`config.mk`:
```
export PLATFORM = sky130hd
export DESIGN_NAME = id_ex_pipe
export DESIGN_NICKNAME = d
export VERILOG_FILES = /design/src/rtl/id_ex_pipe.sv
export SDC_FILE = /design/constraint.sdc
export NUM_CORES = 1
export LEC_CHECK = 0
export CORE_AREA = 2 2 111 113
export CTS_BUF_LIST = sky130_fd_sc_hd__clkbuf_4 sky130_fd_sc_hd__clkbuf_8
export CTS_CLUSTER_DIAMETER = 120
export CTS_CLUSTER_SIZE = 20
export DETAILED_ROUTE_END_ITERATION = 10
export DIE_AREA = 0 0 113 115
export PLACE_DENSITY = 0.8
export SYNTH_ARGS = -nofsm -noshare
export SYNTH_HDL_FRONTEND = slang
export SYNTH_SLANG_ARGS = --single-unit
```
`constraint.sdc`:
```
create_clock -name clk -period 2.7 [get_ports clk]
set_input_delay 0.405 -clock clk [delete_from_list [all_inputs] [get_ports clk]]
set_output_delay 0.405 -clock clk [all_outputs]
set_load 0.03 [all_outputs]
```
`src/rtl/id_ex_pipe.sv`:
```
`default_nettype none
// ============================================================================
//  Module      : id_ex_pipe
//  Description : ID/EX pipeline register for a 5-stage MIPS core. Resolves
//                the two ID operands ($0 forced to zero, same-cycle WB
//                bypass), detects load-use hazards and inserts a single
//                bubble, and honours a taken-branch flush from EX.
//                Optional macro ID_EX_PERF_CNT_EN adds saturating
//                perf_bubbles / perf_flushes counters.
//  Revision    : 1.0  initial release
// ============================================================================
module id_ex_pipe #(
    parameter int CTRL_W = 8
) (
    input  logic              clk,
    input  logic              rst,
    input  logic              ID_valid,
    input  logic [4:0]        ID_rs,
    input  logic [4:0]        ID_rt,
    input  logic [31:0]       ID_rd1,
    input  logic [31:0]       ID_rd2,
    input  logic [4:0]        ID_dest,
    input  logic              ID_wen,
    input  logic              ID_mem_read,
    input  logic [31:0]       ID_imm,
    input  logic [CTRL_W-1:0] ID_ctrl,
    input  logic [4:0]        WB_rd,
    input  logic [31:0]       WB_wdata,
    input  logic              WB_wen,
    input  logic              EX_flush,
    output logic              ID_stall,
    output logic              EX_valid,
    output logic [31:0]       EX_rs_val,
    output logic [31:0]       EX_rt_val,
    output logic [4:0]        EX_rs,
    output logic [4:0]        EX_rt,
    output logic [4:0]        EX_dest,
    output logic              EX_wen,
    output logic              EX_mem_read,
    output logic [31:0]       EX_imm,
`ifdef ID_EX_PERF_CNT_EN
    output logic [CTRL_W-1:0] EX_ctrl,
    output logic [31:0]       perf_bubbles,
    output logic [31:0]       perf_flushes
`else
    output logic [CTRL_W-1:0] EX_ctrl
`endif
);

    localparam logic [31:0] c_CNT_MAX = 32'hFFFF_FFFF;

    // Registered EX-stage state
    logic              r_valid;
    logic [31:0]       r_rs_val;
    logic [31:0]       r_rt_val;
    logic [4:0]        r_rs;
    logic [4:0]        r_rt;
    logic [4:0]        r_dest;
    logic              r_wen;
    logic              r_mem_read;
    logic [31:0]       r_imm;
    logic [CTRL_W-1:0] r_ctrl;

    // Combinational ID-side signals
    logic [31:0]       w_rs_val;
    logic [31:0]       w_rt_val;
    logic              w_hz;
    logic              w_bubble;

    // Operand resolution: $0 reads as zero, otherwise a same-cycle writeback
    // to the same register overrides the (not yet updated) register file.
    always_comb begin
        w_rs_val = ID_rd1;
        if (ID_rs == 5'd0) begin
            w_rs_val = 32'h0;
        end else if (WB_wen && (WB_rd == ID_rs)) begin
            w_rs_val = WB_wdata;
        end

        w_rt_val = ID_rd2;
        if (ID_rt == 5'd0) begin
            w_rt_val = 32'h0;
        end else if (WB_wen && (WB_rd == ID_rt)) begin
            w_rt_val = WB_wdata;
        end
    end

    // Load-use hazard: a valid load in EX targets a register the ID
    // instruction reads. Depends only on registered EX state and ID numbers.
    assign w_hz = r_valid & r_mem_read & r_wen & (r_dest != 5'd0) & ID_valid &
                  ((r_dest == ID_rs) | (r_dest == ID_rt));

    // A flush kills the ID instruction, so no stall is needed in that cycle.
    assign w_bubble = w_hz & ~EX_flush;
    assign ID_stall = w_bubble;

    // EX register update: reset, then flush, then bubble, then normal load.
    always_ff @(posedge clk) begin
        if (rst) begin
            r_valid    <= 1'b0;
            r_rs_val   <= 32'h0;
            r_rt_val   <= 32'h0;
            r_rs       <= 5'd0;
            r_rt       <= 5'd0;
            r_dest     <= 5'd0;
            r_wen      <= 1'b0;
            r_mem_read <= 1'b0;
            r_imm      <= 32'h0;
            r_ctrl     <= '0;
        end else if (EX_flush) begin
            r_valid    <= 1'b0;
            r_rs_val   <= 32'h0;
            r_rt_val   <= 32'h0;
            r_rs       <= 5'd0;
            r_rt       <= 5'd0;
            r_dest     <= 5'd0;
            r_wen      <= 1'b0;
            r_mem_read <= 1'b0;
            r_imm      <= 32'h0;
            r_ctrl     <= '0;
        end else begin
            // Payload always follows ID; only the qualifiers differ on a bubble.
            r_rs_val   <= w_rs_val;
            r_rt_val   <= w_rt_val;
            r_rs       <= ID_rs;
            r_rt       <= ID_rt;
            r_dest     <= ID_dest;
            r_imm      <= ID_imm;
            r_ctrl     <= ID_ctrl;
            if (w_hz) begin
                r_valid    <= 1'b0;
                r_wen      <= 1'b0;
                r_mem_read <= 1'b0;
            end else begin
                r_valid    <= ID_valid;
                r_wen      <= ID_valid & ID_wen;
                r_mem_read <= ID_valid & ID_mem_read;
            end
        end
    end

    assign EX_valid    = r_valid;
    assign EX_rs_val   = r_rs_val;
    assign EX_rt_val   = r_rt_val;
    assign EX_rs       = r_rs;
    assign EX_rt       = r_rt;
    assign EX_dest     = r_dest;
    assign EX_wen      = r_wen;
    assign EX_mem_read = r_mem_read;
    assign EX_imm      = r_imm;
    assign EX_ctrl     = r_ctrl;

`ifdef ID_EX_PERF_CNT_EN
    logic [31:0] r_perf_bubbles;
    logic [31:0] r_perf_flushes;

    // Saturating count of inserted hazard bubbles.
    always_ff @(posedge clk) begin
        if (rst) begin
            r_perf_bubbles <= 32'h0;
        end else if (w_bubble && (r_perf_bubbles != c_CNT_MAX)) begin
            r_perf_bubbles <= r_perf_bubbles + 32'd1;
        end
    end

    // Saturating count of flush cycles outside reset.
    always_ff @(posedge clk) begin
        if (rst) begin
            r_perf_flushes <= 32'h0;
        end else if (EX_flush && (r_perf_flushes != c_CNT_MAX)) begin
            r_perf_flushes <= r_perf_flushes + 32'd1;
        end
    end

    assign perf_bubbles = r_perf_bubbles;
    assign perf_flushes = r_perf_flushes;
`else
    // Counters absent; the saturation constant is referenced only there.
    logic w_unused_cnt;
    assign w_unused_cnt = &c_CNT_MAX;
`endif

endmodule
`default_nettype wire
```
==> impl_metrics.json, run 1 <==
{
  "dp_worst_setup_slack_ns": 0.321,
  "num-nets-final": 899,
  "pwr_density_cell_nw_per_um2": 554,
  "ctsLongestPathBuffers": 2,
  "wire_per_inst_um": 17.3,
  "synth_cells": 458,
  "numPortBuffers": 285,
  "hold_viol_final": 0,
  "cts_hold_buf": 0,
  "crit_chain": "clkdlybuf4s50_1 -> xnor2_1 -> nand3_1 -> o22ai_1 -> and3b_1 -> buf_4",
  "critPathLaunchType": "input port",
  "design.die.area_um2": 13000,
  "grt_pass1_vias": 4616,
  "min_period_ns": 2.40,
  "whs_path_depth": 3,
  "grt_antenna_before_repair": 0,
  "clock_latency_ns": 0.44,
  "multi_input_area_um2": 1710,
  "grt_pass1_wl_um": 23400,
  "slew_headroom": 0.749,
  "cts_htree_levels": 4,
  "chipWidth_um": 113,
  "n_antenna_cell": 0,
  "rows": 40,
  "routabilityCongestion": 0.868,
  "drc": 19,
  "rsz0062_at_grt": "false",
  "status": "finished with violations",
  "r2r-end": "EX_valid",
  "worst_slew_pin_slew_ns": 0.377,
  "worst_slack_ns": 0.304,
  "synth_compound_area_frac": 0.168,
  "vias_per_cell": 4.96,
  "hp-start": "ID_mem_read",
  "critical_path_required_ns": 2.30,
  "seqCellArea_um2": 2440,
  "hpwl_um": 11500,
  "timing.final.crit_share": 0.888,
  "synthAdderAreaFrac": 0,
  "synth_top_family_by_area": "simple AND/OR/NAND/NOR gates",
  "synth_nets": 621,
  "yosysSeqAreaShare": 0.558,
  "hold_path.class": "input port to flop",
  "cts_resized": 0,
  "core-area_um2": 11800,
  "min_to": "EX_mem_read",
  "path_clk_slew_ns": 0.07,
  "p_leak_nw": 2.76,
  "cts_tree": "built",
  "setup_viol": 0,
  "vias": 4429,
  "yosysUniqueCellTypes": 23,
  "r2r_cells": 4,
  "ios": 286,
  "crit_buf_inv": 2,
  "numCtsBuffers": 17,
  "first_iter_violations": 411,
  "synthSimpleGateAreaFrac": 0.183,
  "path_class": "input port to output pin",
  "post_cts_buffers": 0,
  "die_h_um": 115,
  "clockRootBuffer": "clkbuf_8",
  "critPathArrivalTime_ns": 1.99,
  "finalPower_w": 0.00426,
  "ys_seq_elements": 122,
  "drtPass1Iterations": 9,
  "path_delay_family": "buffers and inverters",
  "cts.sinks": 122,
  "max_stage_delay_ns": 0.62,
  "ir_worst_vdd_v": 0.000434,
  "grt_max_degree": 33,
  "layout_common_cells": "clkdlybuf4s50_1 (284), dfxtp_1 (122), nand3_1 (68)",
  "max_clock_freq_mhz": 417,
  "drv_cap": 0,
  "crit_slowest_cell": "clkdlybuf4s50_1",
  "postRouteAntennaNets": 0,
  "drv_slew": 0,
  "path_max_fanout": 4,
  "tns_ns": 0,
  "area_growth_pct": 75.4,
  "grt_usage": 0.234,
  "yosysWarnings": 0,
  "cp-end-kind": "output pin",
  "drive_above_1_share": 0.0804,
  "final_common_cell": "clkdlybuf4s50_1",
  "grt_overflow": 0,
  "syn_avg_cell_area_um2": 9.56,
  "fin_skew_ns": 0.00529,
  "failed_checks": "design-rule violations",
  "r2r_slack_ns": 1.44,
  "rr_startpoint": "EX_dest[0]",
  "initial_core_util": 0.371,
  "drt-total-wl_um": 15500,
  "num-fill-cells": 925,
  "synth_xor_area_frac": 0.0400,
  "yosys-mux-area-fraction": 0,
  "syn-cell-area_um2": 4380
}
[cell type report]
type	instances	share of cell area
Clock buffer	21	0.0360
Clock inverter	8	0.0127
Multi-Input combinational cell	296	0.223
Sequential cell	122	0.318
Tap cell	147	0.0239
Timing Repair Buffer	299	0.386
[synth_stat cells]
cell	instances	area, µm²
o21ai_4	2	32.5
a21oi_2	10	87.6
or4_4	2	22.5
nor2_1	1	3.75
and2_2	1	7.51
nor3_1	1	5.00
clkbuf_1	17	63.8
nand4_1	3	18.8
buf_6	6	67.6
nor2_2	1	6.26
buf_4	3	22.5
buf_2	11	55.1
nand3_1	68	340
and4_1	2	17.5
xnor2_1	20	175
a21oi_1	58	290
o21ai_0	64	320
and2_1	56	350
clkbuf_2	3	15.0
nand2_1	5	18.8
dfxtp_1	122	2440
o22ai_1	1	6.26
and3b_1	1	8.76
[worst max path at each step]
stage	startpoint	to	slack [ns]	cells past startpoint
floorplan	EX_dest[2]	ID_stall	0.89	4
global placement	ID_rs[0]	ID_stall	0.42	6
detailed placement	ID_rs[0]	ID_stall	0.32	6
CTS	ID_rs[0]	ID_stall	0.31	6
global route	ID_rs[0]	ID_stall	0.21	6
finish	ID_rs[0]	ID_stall	0.30	6
[logic make-up after synthesis]
family	Yosys count
XOR/XNOR	20
buffers and inverters	40
flip-flops	122
AO/OA/AOI/OAI	135
AND/OR/NAND/NOR	141
[worst min-delay path: stages]
cell             delay [ns]
clkdlybuf4s50_1        0.40
nand3_1                0.08
a21oi_1                0.04
[per-layer routing]
metal  track usage  vias to the layer above  wire (µm)
met5             0                        -          0
met4         0.111                        0        387
li1              -                     2126          -
met1         0.246                     2032       5530
met3        0.0970                       30       1740
met2         0.409                      241       7810
[report_power, final]
part           total, W  internal (W)  leakage, nW  switching, W
Clock           0.00154      0.000867        0.186      0.000676
Combinational  0.000813      0.000412         1.57      0.000400
Sequential      0.00190       0.00188         1.00     0.0000251
[stage by stage]
| step | utilization | hold slack [ns] | cell area, µm² | cells |
|---|---|---|---|---|
| 2_1_floorplan | - | 0.521 | 4380 | 458 |
| 3_3_place_gp | 0.619 | 0.590 | 7310 | 864 |
| 3_5_place_dp | 0.619 | 0.601 | 7310 | 864 |
| 4_1_cts | 0.650 | 0.477 | 7680 | 893 |
| 5_1_grt | 0.650 | 0.496 | 7680 | 893 |
| 6_report | 0.650 | 0.516 | 7680 | 893 |
[sequential cells by signal, summed over array words and instances, names as in the netlist]
register and count:
EX_imm 32, EX_rs_val 32, EX_rt_val 32, EX_ctrl 8, EX_dest 5, EX_rs 5, EX_rt 5, EX_mem_read 1
EX_valid 1, EX_wen 1
(Power assumes the default switching activity.)
==> run 2, diff against run 1 <==
==> config.mk (replaced) <==
export PLATFORM = sky130hd
export DESIGN_NAME = id_ex_pipe
export DESIGN_NICKNAME = d
export VERILOG_FILES = /design/src/rtl/id_ex_pipe.sv
export SDC_FILE = /design/constraint.sdc
export NUM_CORES = 1
export LEC_CHECK = 0
export CELL_PAD_IN_SITES_DETAIL_PLACEMENT = 0
export CELL_PAD_IN_SITES_GLOBAL_PLACEMENT = 2
export CORE_UTILIZATION = 21
export CTS_BUF_LIST = sky130_fd_sc_hd__clkbuf_4 sky130_fd_sc_hd__clkbuf_8
export CTS_CLUSTER_DIAMETER = 120
export CTS_CLUSTER_SIZE = 20
export DETAILED_ROUTE_END_ITERATION = 10
export PLACE_DENSITY = 0.84
export SYNTH_ARGS = -nofsm -noshare
export SYNTH_HDL_FRONTEND = slang
export SYNTH_SLANG_ARGS = --single-unit
==> run 2 against run 1 <==
  * The flow now finishes without violations
  * Global-route usage fell by 7.5 points
  * Highest routed layer unchanged
  * Critical path type unchanged
  * Wire length rose by 9.2%
  * Via count fell by 2.1%
  * Sequential power barely moved
  * Die area rose by 65%
  * Clock-buffer cell count fell by 4
  * Non-clock buffer count rose by 2
  * Setup slack improved by 0.13 ns
==> impl_metrics.json, run 2 (synthesis results as in run 1) <==
{
  "ctsLongestPathBuffers": 2,
  "min_to": "EX_imm[28]",
  "pwr-share-seq": 0.438,
  "hp-start": "ID_imm[28]",
  "grt_pass1_vias": 4391,
  "numCtsBuffers": 17,
  "grt_overflow": 0,
  "critPathArrivalTime_ns": 1.86,
  "switching_share": 0.297,
  "cts.sinks": 122,
  "numPortBuffers": 285,
  "rsz0062_at_grt": "false",
  "hold_path.class": "input port to flop",
  "area_growth_pct": 80.9,
  "finalPower_w": 0.00433,
  "hpwl_um": 12200,
  "critPathLaunchType": "input port",
  "layout_common_cells": "clkdlybuf4s50_1 (284), dfxtp_1 (122), nand3_1 (68)",
  "p_leak_nw": 2.78,
  "grt_pass1_wl_um": 25600,
  "wire_per_inst_um": 16.5,
  "drtPass1Iterations": 4,
  "core-area_um2": 20400,
  "path_class": "input port to output pin",
  "routabilityCongestion": 0.766,
  "ir_worst_vdd_v": 0.000277,
  "vias": 4336,
  "r2r_cells": 5,
  "whs_path_depth": 2,
  "path_max_fanout": 4,
  "path_clk_slew_ns": 0.09,
  "grt_antenna_before_repair": 0,
  "chipWidth_um": 146,
  "drive_above_1_share": 0.0866,
  "initial_core_util": 0.215,
  "worst_slew_pin_slew_ns": 0.392,
  "cts_resized": 0,
  "hold_viol_final": 0,
  "min_period_ns": 2.27,
  "grt_max_degree": 33,
  "die_h_um": 146,
  "pwr_density_cell_nw_per_um2": 547,
  "max_clock_freq_mhz": 441,
  "slew_headroom": 0.738,
  "postRouteAntennaNets": 0,
  "setup_viol": 0,
  "clockRootBuffer": "clkbuf_8",
  "grt_usage": 0.159,
  "drv_slew": 0,
  "drt-total-wl_um": 16900,
  "r2r-end": "EX_mem_read",
  "post_cts_buffers": 0,
  "r2r_slack_ns": 1.46,
  "status": "finished clean",
  "drv_cap": 0,
  "cp-end-kind": "output pin",
  "p_sw_w": 0.00129,
  "fin_skew_ns": 0.00898,
  "ios": 286,
  "clock_latency_ns": 0.44,
  "drc": 0,
  "design.die.area_um2": 21400,
  "timing.final.crit_share": 0.841,
  "critical_path_required_ns": 2.30,
  "cts_htree_levels": 4,
  "p_int_w": 0.00304,
  "rr_startpoint": "EX_dest[1]",
  "p_comb_frac": 0.193,
  "vias_per_cell": 4.25,
  "n_antenna_cell": 0,
  "rows": 52,
  "final_common_cell": "clkdlybuf4s50_1",
  "p_clk_frac": 0.369,
  "num-nets-final": 901,
  "first_iter_violations": 132,
  "cts_hold_buf": 0,
  "cts_tree": "built",
  "whs_ns": 0.516,
  "tns_ns": 0
}
-- run 2: layout make-up --
cell class                      count  area (µm²)
Timing Repair Buffer              301        3050
Fill cell                        2041       12400
Clock buffer                       17         234
Multi-Input combinational cell    296        1720
Tap cell                          270         338
Clock inverter                     15         141
Sequential cell                   122        2440
-- run 2: worst max path at each step --
stage | startpoint | slack (ns) | end | cells past startpoint
after CTS | ID_rs[0] | 0.42 | ID_stall | 6
after global routing | ID_rs[0] | 0.36 | ID_stall | 6
final | ID_rs[0] | 0.43 | ID_stall | 6
after floorplan | EX_dest[2] | 0.89 | ID_stall | 4
after detailed placement | ID_rs[0] | 0.42 | ID_stall | 6
after global placement | ID_rs[0] | 0.45 | ID_stall | 6
-- run 2: critical path, stage by stage --
cell and delay [ns]:
clkdlybuf4s50_1 0.60, xnor2_1 0.15, nand3_1 0.09, o22ai_1 0.25, and3b_1 0.21, buf_4 0.16
-- run 2: per-stage QoR --
step | std cells | cell area, µm² | setup slack (ns) | util
2_1_floorplan | 458 | 4380 | 0.892 | -
3_3_place_gp | 989 | 7540 | 0.447 | 0.370
3_5_place_dp | 989 | 7540 | 0.422 | 0.370
4_1_cts | 1021 | 7920 | 0.418 | 0.389
5_1_grt | 1021 | 7920 | 0.363 | 0.389
6_report | 1021 | 7920 | 0.430 | 0.389
-- run 2: metal layers --
metal / global-route usage / vias up / wire (µm)
met3: 0.0672 / 17 / 1750
met1: 0.189 / 1969 / 7020
met5: 0 / - / 0
li1: - / 2130 / -
met2: 0.256 / 220 / 7860
met4: 0.0583 / 0 / 257
-- run 2: power by group through the flow --
stage               clock network (W)  logic, W  registers (W)
CTS                           0.00167  0.000848        0.00190
finish                        0.00160  0.000834        0.00190
detailed placement                  0  0.000844        0.00194
floorplan                           0  0.000199        0.00209
global route                  0.00176  0.000887        0.00191
global placement                    0  0.000845        0.00194
==> edit, RTL diff (settings of run 1) <==
`CTRL_W`: 8 -> 7.
--- a/src/rtl/id_ex_pipe.sv
+++ b/src/rtl/id_ex_pipe.sv
@@ -12,3 +12,3 @@
 module id_ex_pipe #(
-    parameter int CTRL_W = 8
+    parameter int CTRL_W = 7
 ) (
Interface: changed (resized EX_ctrl and ID_ctrl); port bits go from 286 to 284. No check against the original RTL was run, so the function may have changed too.
==> edit against run 1 <==
- the run still ends with design-rule violations left
- largest power group unchanged
- largest cell class unchanged
- final cell count decreased by 0.45%
- clock power shrank 9.7%
- sequential cell count is 1 lower
- total power down 4.0%
- register-to-register slack better by 0.03 ns
- worst setup slack improved by 0.064 ns
- area after synthesis shrank 0.57%
- routed wire length down 1.8%
- final area fell by 1.2%
- sequential share of layout area rose by 0.11 points
- die area stayed put
- combinational power is 1% lower
==> edit: results (changes against run 1) <==
Status
  • Status: finished with violations (unchanged)
  • Violated checks: design-rule violations (unchanged)

Timing
  • Slew headroom: 0.692 (was 0.749)
  • Worst clock skew: 0.00425 ns (was 0.00529 ns)

Worst setup path
  • Worst-path fanout max: 4 (unchanged)
  • Data arrival, critical path: 1.93 ns (was 1.99 ns)

Place
  • Placed Area: 0.00725 mm2 (was 0.00731 mm2)
  • Inst Count DP: 858 (was 864)
  • Buffers on Ports: 283 (was 285)
  • RD Place Congestion: 0.825 (was 0.868)
  • DP Wirelength: 11300 um (was 11500 um)
  • Post-Place Setup Slack: 0.377 ns (was 0.321 ns)

Route
  • Avg WL per Cell: 17.1 um (was 17.3 um)
  • Pre-antenna DRT Iters: 11 (was 9)
  • DR vias: 4457 (was 4429)
  • Initial DRC Count: 355 (was 411)
  • Avg Vias per Cell: 5.01 (was 4.96)
  • Number of remaining DRC errors: 15 (was 19)

Global routing
  • Initial antenna violation count: 0 (unchanged)
  • First-pass GRT wire length: 22800 um (was 23400 um)
  • All-Layer GR Usage: 0.229 (was 0.234)
  • Largest net degree at the start of global routing: 39 (was 33)

Final layout
  • Layout net count: 892 (was 899)
  • Fraction of layout cells with a size suffix above 1: 0.0809 (was 0.0804)
  • ANT cells: 0 (unchanged)

Synth
  • Primary FF master, synth: dfxtp_1 (unchanged)
  • Area contributors post-synth: dfxtp_1 (56%), and2_1 (7.9%), nand3_1 (7.8%), o21ai_0 (7.4%), a21oi_1 (6.7%) (was dfxtp_1 (56%), and2_1 (8.0%), nand3_1 (7.8%), o21ai_0 (7.3%), a21oi_1 (6.6%))
  • Synth unique cells: 22 (was 23)
  • Post-synth ARST share: 0 (unchanged)
  • Net count after synthesis: 618 (was 621)
  • Syn avg cell area: 9.55 um2 (was 9.56 um2)
  • Ys Warns: 0 (unchanged)
  • Seq/Total Area, Yosys: 0.556 (was 0.558)
  • Post-synth top cells: dfxtp_1 (121), nand3_1 (68), o21ai_0 (64) (was dfxtp_1 (122), nand3_1 (68), o21ai_0 (64))

Hold path
  • Hold Crit Class: in2reg (unchanged)

Clocking
  • CTS HTree Levels: 4 (unchanged)
  • Root Buffer: clkbuf_8 (unchanged)
  • Skew-Pair Late Insertion Delay: 0.44 ns (about the same)
  • Maximum clock insertion buffer count: 2 (unchanged)
  • CTS buffer count: 17 (unchanged)
  • Cts repair resizes: 0 (unchanged)
  • Postcts setup bufs: 0 (unchanged)
  • Clock-pin slew on the worst setup and hold paths: 0.07 ns (about the same)

Power and ir drop
  • Static Leak: 0.00273 uW (was 0.00276 uW)
  • Net Sw Power: 1110 uW (was 1100 uW)
  • Max VDD drop: 406 uV (was 434 uV)
[edit: cell count changes after synthesis, sizes merged]
cell / delta
and2: -1
buf: +1
clkbuf: -1
dfxtp: -1
[edit: critical path: stages]
cell             delay (ns)
clkdlybuf4s50_1        0.61
xnor2_1                0.16
nand3_1                0.09
o22ai_1                0.29
and3b_1                0.21
buf_4                  0.16
[edit: kinds of logic after synthesis]
family / count (synthesis) / synth area share
buffers and inverters: 40 / 0.0523
flip-flops: 121 / 0.556
XOR/XNOR: 20 / 0.0402
AO/OA/AOI/OAI: 135 / 0.169
AND/OR/NAND/NOR: 140 / 0.182
[edit: final cells by class]
| cell class | count | area, um2 |
|---|---|---|
| flip-flops and latches | 121 | 2420 |
| multi-input cells | 295 | 1710 |
| repair buffers | 295 | 2930 |
| well taps | 147 | 184 |
| clock buffers | 22 | 290 |
| clock inverters | 9 | 50.0 |
| fillers | 919 | 4220 |
[edit: metal layers]
metal	track usage	vias up	share of wire
met3	0.117	37	0.13
met5	0	-	0
met1	0.219	2030	0.34
met4	0.115	0	0.031
met2	0.406	279	0.50
li1	-	2111	-
[edit: power groups by stage]
stage	Clock (uW)	Combinational, uW	Sequential, uW
2_1_floorplan	0	199	2080
3_3_place_gp	0	795	1920
3_5_place_dp	0	803	1930
4_1_cts	1430	807	1890
5_1_grt	1510	854	1890
6_report	1390	804	1890
[edit: worst paths after layout]
| check | from | slack [ns] | end | depth (start not counted) |
|---|---|---|---|---|
| max | ID_rs[0] | 0.37 | ID_stall | 6 |
| min | ID_imm[31] | 0.52 | EX_imm[31] | 2 |
| max reg2reg | EX_dest[0] | 1.47 | EX_mem_read | 4 |
| min reg2reg | EX_mem_read | 0.62 | EX_wen | 3 |
